===== config.mk =====
export PLATFORM = sky130hd
export DESIGN_NAME = tap_controller
export DESIGN_NICKNAME = d
export VERILOG_FILES = /design/src/rtl/tap_controller.sv
export SDC_FILE = /design/constraint.sdc
export NUM_CORES = 1
export LEC_CHECK = 0
export ABC_CLOCK_PERIOD_IN_PS = 3100
export BUFFER_PORTS_ARGS = -buffer_cell sky130_fd_sc_hd__buf_2
export CORE_AREA = 2 2 39 41
export CTS_BUF_LIST = sky130_fd_sc_hd__clkbuf_4 sky130_fd_sc_hd__clkbuf_8 sky130_fd_sc_hd__clkbuf_16
export CTS_CLUSTER_DIAMETER = 100
export CTS_CLUSTER_SIZE = 12
export DETAILED_ROUTE_END_ITERATION = 7
export DIE_AREA = 0 0 41 43
export PLACE_DENSITY = 0.71
export SETUP_SLACK_MARGIN = 0.4
export SYNTH_ARGS = -nofsm -noshare
export SYNTH_HDL_FRONTEND = slang
export SYNTH_SLANG_ARGS = --single-unit

===== constraint.sdc =====
create_clock -name TCK -period 3.1 [get_ports TCK]
set_input_delay 0.31 -clock TCK [delete_from_list [all_inputs] [get_ports TCK]]
set_output_delay 0.31 -clock TCK [all_outputs]
set_load 0.03 [all_outputs]

===== src/rtl/tap_controller.sv =====
// tap_controller: IEEE 1149.1-style TAP controller with a 2-bit instruction
// register, a 1-bit bypass register and the control signals for an external
// boundary-scan chain.
//
// Ports
//   TCK       in   sole clock, rising edge
//   Reset     in   synchronous active-high reset
//   TMS       in   test mode select
//   TDI       in   serial data in (IR, bypass, boundary chain)
//   ChainOut  in   shift output of the last boundary cell
//   ChainIn   out  shift input of the first boundary cell (= TDI)
//   TDO       out  serial data out (combinational)
//   ShiftDR   out  boundary cell shift-path select
//   ClockDR   out  boundary cell capture/shift enable
//   UpdateDR  out  boundary cell update enable
//   Mode      out  boundary cell output mux select (1 = test data)
//   Instr     out  current instruction
//   State     out  current TAP state code
//
// state  | meaning
// -------+-----------------------------------------------
// TLR  F | test-logic-reset, instruction forced to BYPASS
// RTI  C | run-test/idle
// SDR  7 | select DR scan
// CDR  6 | capture DR (bypass <= 0, boundary capture)
// SHDR 2 | shift DR
// E1DR 1 | exit1 DR
// PDR  3 | pause DR
// E2DR 0 | exit2 DR
// UDR  5 | update DR (UpdateDR pulse)
// SIR  4 | select IR scan
// CIR  E | capture IR (IR shift <= 01)
// SHIR A | shift IR
// E1IR 9 | exit1 IR
// PIR  B | pause IR
// E2IR 8 | exit2 IR
// UIR  D | update IR (Instr loaded on the leaving edge)

module tap_controller #(
   parameter int IR_WIDTH = 2
) (
   input  logic                TCK,
   input  logic                Reset,
   input  logic                TMS,
   input  logic                TDI,
   input  logic                ChainOut,
   output logic                ChainIn,
   output logic                TDO,
   output logic                ShiftDR,
   output logic                ClockDR,
   output logic                UpdateDR,
   output logic                Mode,
   output logic [IR_WIDTH-1:0] Instr,
   output logic [3:0]          State
);

   typedef enum logic [3:0] {
      TLR  = 4'hF,
      RTI  = 4'hC,
      SDR  = 4'h7,
      CDR  = 4'h6,
      SHDR = 4'h2,
      E1DR = 4'h1,
      PDR  = 4'h3,
      E2DR = 4'h0,
      UDR  = 4'h5,
      SIR  = 4'h4,
      CIR  = 4'hE,
      SHIR = 4'hA,
      E1IR = 4'h9,
      PIR  = 4'hB,
      E2IR = 4'h8,
      UIR  = 4'hD
   } tap_state_e;

   localparam logic [IR_WIDTH-1:0] EXTEST     = IR_WIDTH'(0);
   localparam logic [IR_WIDTH-1:0] SAMPLE     = IR_WIDTH'(1);
   localparam logic [IR_WIDTH-1:0] INTEST     = IR_WIDTH'(2);
   localparam logic [IR_WIDTH-1:0] BYPASS     = IR_WIDTH'(3);
   localparam logic [IR_WIDTH-1:0] IR_CAPTURE = SAMPLE;

   tap_state_e          state_q, state_d;
   logic [IR_WIDTH-1:0] ir_shift_q, ir_shift_d;
   logic [IR_WIDTH-1:0] instr_q, instr_d;
   logic                bypass_q, bypass_d;
   logic                shift_dr_q, shift_dr_d;
   logic                clock_dr_q, clock_dr_d;
   logic                update_dr_q, update_dr_d;
   logic                mode_q, mode_d;
   logic                dr_active;

   always_comb begin
      state_d = state_q;
      case (state_q)
         TLR:     state_d = TMS ? TLR  : RTI;
         RTI:     state_d = TMS ? SDR  : RTI;
         SDR:     state_d = TMS ? SIR  : CDR;
         CDR:     state_d = TMS ? E1DR : SHDR;
         SHDR:    state_d = TMS ? E1DR : SHDR;
         E1DR:    state_d = TMS ? UDR  : PDR;
         PDR:     state_d = TMS ? E2DR : PDR;
         E2DR:    state_d = TMS ? UDR  : SHDR;
         UDR:     state_d = TMS ? SDR  : RTI;
         SIR:     state_d = TMS ? TLR  : CIR;
         CIR:     state_d = TMS ? E1IR : SHIR;
         SHIR:    state_d = TMS ? E1IR : SHIR;
         E1IR:    state_d = TMS ? UIR  : PIR;
         PIR:     state_d = TMS ? E2IR : PIR;
         E2IR:    state_d = TMS ? UIR  : SHIR;
         UIR:     state_d = TMS ? SDR  : RTI;
         default: state_d = TLR;
      endcase
   end

   always_comb begin
      ir_shift_d = ir_shift_q;
      case (state_q)
         CIR:     ir_shift_d = IR_CAPTURE;
         SHIR:    ir_shift_d = {TDI, ir_shift_q[IR_WIDTH-1:1]};
         default: ir_shift_d = ir_shift_q;
      endcase
   end

   // BYPASS is forced both on the edge entering TLR and while sitting in it,
   // so Mode drops together with the arrival in TLR.
   always_comb begin
      instr_d = instr_q;
      if (state_q == UIR) begin
         instr_d = ir_shift_q;
      end
      if ((state_q == TLR) || (state_d == TLR)) begin
         instr_d = BYPASS;
      end
   end

   always_comb begin
      bypass_d = bypass_q;
      if (state_q == CDR) begin
         bypass_d = 1'b0;
      end else if ((state_q == SHDR) && (instr_q == BYPASS)) begin
         bypass_d = TDI;
      end
   end

   // Boundary-chain controls are registered from the next state/instruction,
   // so they are pure functions of the current State/Instr with no TMS path.
   always_comb begin
      dr_active   = (instr_d != BYPASS);
      shift_dr_d  = (state_d == SHDR) && dr_active;
      clock_dr_d  = ((state_d == CDR) || (state_d == SHDR)) && dr_active;
      update_dr_d = (state_d == UDR) && dr_active;
      mode_d      = (instr_d == EXTEST) || (instr_d == INTEST);
   end

   always_ff @(posedge TCK) begin
      if (Reset) begin
         state_q     <= TLR;
         ir_shift_q  <= IR_CAPTURE;
         instr_q     <= BYPASS;
         bypass_q    <= 1'b0;
         shift_dr_q  <= 1'b0;
         clock_dr_q  <= 1'b0;
         update_dr_q <= 1'b0;
         mode_q      <= 1'b0;
      end else begin
         state_q     <= state_d;
         ir_shift_q  <= ir_shift_d;
         instr_q     <= instr_d;
         bypass_q    <= bypass_d;
         shift_dr_q  <= shift_dr_d;
         clock_dr_q  <= clock_dr_d;
         update_dr_q <= update_dr_d;
         mode_q      <= mode_d;
      end
   end

   always_comb begin
      TDO = 1'b0;
      case (state_q)
         SHIR:    TDO = ir_shift_q[0];
         SHDR:    TDO = (instr_q == BYPASS) ? bypass_q : ChainOut;
         default: TDO = 1'b0;
      endcase
   end

   assign ChainIn  = TDI;
   assign ShiftDR  = shift_dr_q;
   assign ClockDR  = clock_dr_q;
   assign UpdateDR = update_dr_q;
   assign Mode     = mode_q;
   assign Instr    = instr_q;
   assign State    = state_q;

endmodule

==> run summary <==
==============================================================================
Max Buffers Root-to-Sink                                                     2
Max-cap check violation count                                                0
Via total after detailed routing                                           559
Synth unique cells                                                          29
Routed vias/inst                                                          5.53
Total routing usage reported by global routing                           18.8%
Critical register-to-register path startpoint                         State[2]
Util after Layout                                                        53.3%
Total clock buffers created by CTS                                           3
Outcome                                                           complete, no violations
Max-slew violation count                                                     0
Endpoint required time on the critical path                            2.79 ns
Power per cell area                                                515 nW/um^2
Initial antenna violation count                                              0
Reported leakage power                                                0.339 nW
Unrepaired setup endpoints after global routing                             no
Die outline height                                                       43 um
Slew @ Worst Pin                                                      0.535 ns
Post-layout instance area                                             737 um^2
Insertion delay of the later-clocked pin in the worst-skew pair        0.28 ns
GP Congestion                                                            0.791
DP Area                                                               707 um^2
Post-Syn Nets                                                               76
Clock tree from TritonCTS                                                built
Fin nets                                                                    91
Effective utilization at floorplan                                       46.7%
Kind of path behind the tightest hold check                             in2reg
CTS Hold Bufs                                                                0
Core Box Area                                                        1380 um^2
Period utilization                                                       63.8%
R2R Path End                                                           ShiftDR
Achievable Freq                                                        506 MHz
Number of gates given a new drive strength after cts                         0
Final sum of negative setup slack                                         0 ns
Most common cell after layout, fill and taps aside                       buf_2
Power Total                                                           0.379 mW
Total grt overflow                                                           0
Hold Path Origin                                                         Reset
Reg2Reg Depth                                                                3
Detailed-placement wirelength estimate                                  876 um
Leading cell types in the layout, fill and taps excluded          16 x buf_2, 13 x dfxtp_1, 7 x nand2_1
Mean Syn Cell Area                                                   9.11 um^2
Total length of routed wires                                           1.29 mm
IR Drop Worst-Case VDD                                              0.000215 V
Summed instance area of the synthesized netlist                       647 um^2
Max H-tree Level                                                             1
Worst-path fanout max                                                       12
Cell count after synthesis                                                  71
Minimum clock period after layout                                      1.98 ns
Placement row count                                                         14
Final hold violation count                                                   0
Worst path arrival time                                                1.67 ns
Proportion of layout cells with a drive suffix above 1                   25.9%
Chip width                                                               41 um
Cell at the root of the clock tree                                    clkbuf_4
Routed length per instance                                             12.8 um
Final worst clock skew                                              0.00323 ns
Final setup violation count                                                  0
Fraction of the yosys area taken by sequential cells                     40.2%
Worst Setup EP                                                             TDO
Top-Level Pins                                                              17
Number of instances in the placed design                                    97
Ant diodes                                                                   0
Category of the most critical setup path                               reg2out
Area growth syn-to-layout                                                13.9%
Pre-Repair DR Iteration Count                                                4
Drt initial violations                                                      23
Endpoint class of the critical path                                output port
Post-route antenna net violation count                                       0
Type of origin of the critical path                                       flop
Worst reg2reg setup slack                                              1.48 ns
FF+latch count, synth                                                       13
Number of buffers inserted by post-CTS setup repair                          0
Number of sinks driven by the clock tree                                    13
Vias in the first global route                                             483
Largest net degree at the start of global routing                           18
Wire length of the first global-routing pass                           2.19 mm
Clock Pin Slew Worst Setup and Hold Paths                              0.08 ns
Die area                                                             1760 um^2
Drt drc                                                                      0
Headroom to the max-slew limit                                           64.3%
Worst setup path start                                                State[1]
Final cell count without fillers                                           101
Warnings from Yosys                                                          0
Input/output buffers                                                        16
==============================================================================
[routing by layer]
layer | wire, um | part of all wire [%] | GRT usage [%] | vias to the layer above
met4 | 21 | 1.6 | 14.0 | 0
met2 | 594 | 46 | 24.4 | 21
li1 | - | - | - | 282
met3 | 73 | 5.7 | 6.28 | 2
met1 | 603 | 47 | 24.7 | 254
met5 | 0 | 0 | 0 | -
[flip-flops by register name, indices dropped and copies added (netlist names)]
register	cells
State	4
UpdateDR	1
ShiftDR	1
ClockDR	1
Instr	2
Mode	1
bypass_q	1
ir_shift_q	2
[metrics by stage]
stage,hold WS (ns),worst slack [ns]
after CTS,0.310,1.12
after global placement,0.465,1.49
after floorplan,0.428,0.923
final,0.316,1.12
after detailed placement,0.483,1.44
after global routing,0.314,1.04
[kinds of logic (layout without fill, tap and decap cells)]
family                 after synthesis  in the layout  share of synthesized area (%)
buffers and inverters                6             20                           6.19
multiplexers                         6              6                           9.28
flip-flops                          13             13                           40.2
AND/OR/NAND/NOR                     32             32                           29.6
AO/OA/AOI/OAI                       14             14                           14.7
[critical path: stages, from the launching register on]
cell and delay, ns:
dfxtp_1 0.51, or3b_1 0.42, o32ai_1 0.23, buf_2 0.24
[power by group]
| part | total, mW | switching [mW] | internal (mW) |
|---|---|---|---|
| clock network | 0.117 | 0.0580 | 0.0586 |
| registers | 0.191 | 0.0174 | 0.174 |
| logic | 0.0713 | 0.0404 | 0.0309 |
[worst min-delay path by stage]
stage | to | slack [ns] | cells past startpoint
finish | bypass_q | 0.32 | 2
global route | bypass_q | 0.31 | 2
CTS | bypass_q | 0.31 | 2
detailed placement | bypass_q | 0.48 | 2
global placement | bypass_q | 0.47 | 2
floorplan | State[0] | 0.43 | 1
[cell type report]
type / instances / area (um^2)
timing repair buffer: 16 / 80.1
clock buffer: 4 / 30.0
sequential: 13 / 260
multi-input combinational: 52 / 347
fill: 133 / 647
tap: 16 / 20.0
[Yosys cell counts]
cell	n	area share, %
nand2_1	7	4.1
buf_2	2	1.5
nor2b_1	2	1.9
a21oi_1	5	3.9
buf_4	2	2.3
nand2b_1	3	2.9
or3b_1	2	2.7
o21ai_0	2	1.5
nand4b_1	1	1.4
a31oi_1	1	0.97
and4b_1	1	1.5
or2b_1	2	2.3
a2111oi_0	1	1.4
or3b_2	1	1.4
o21bai_1	1	1.2
nand3_1	1	0.77
or4_1	1	1.2
buf_6	1	1.7
a41o_2	1	1.7
a211o_1	2	2.7
o32ai_1	1	1.4
and2b_1	2	2.3
mux2i_1	6	9.3
buf_1	1	0.58
nor3_1	2	1.5
and2_1	1	0.97
nor2_1	4	2.3
nand3b_1	2	2.3
dfxtp_1	13	40
No activity file was read; power rests on OpenSTA's default activity.
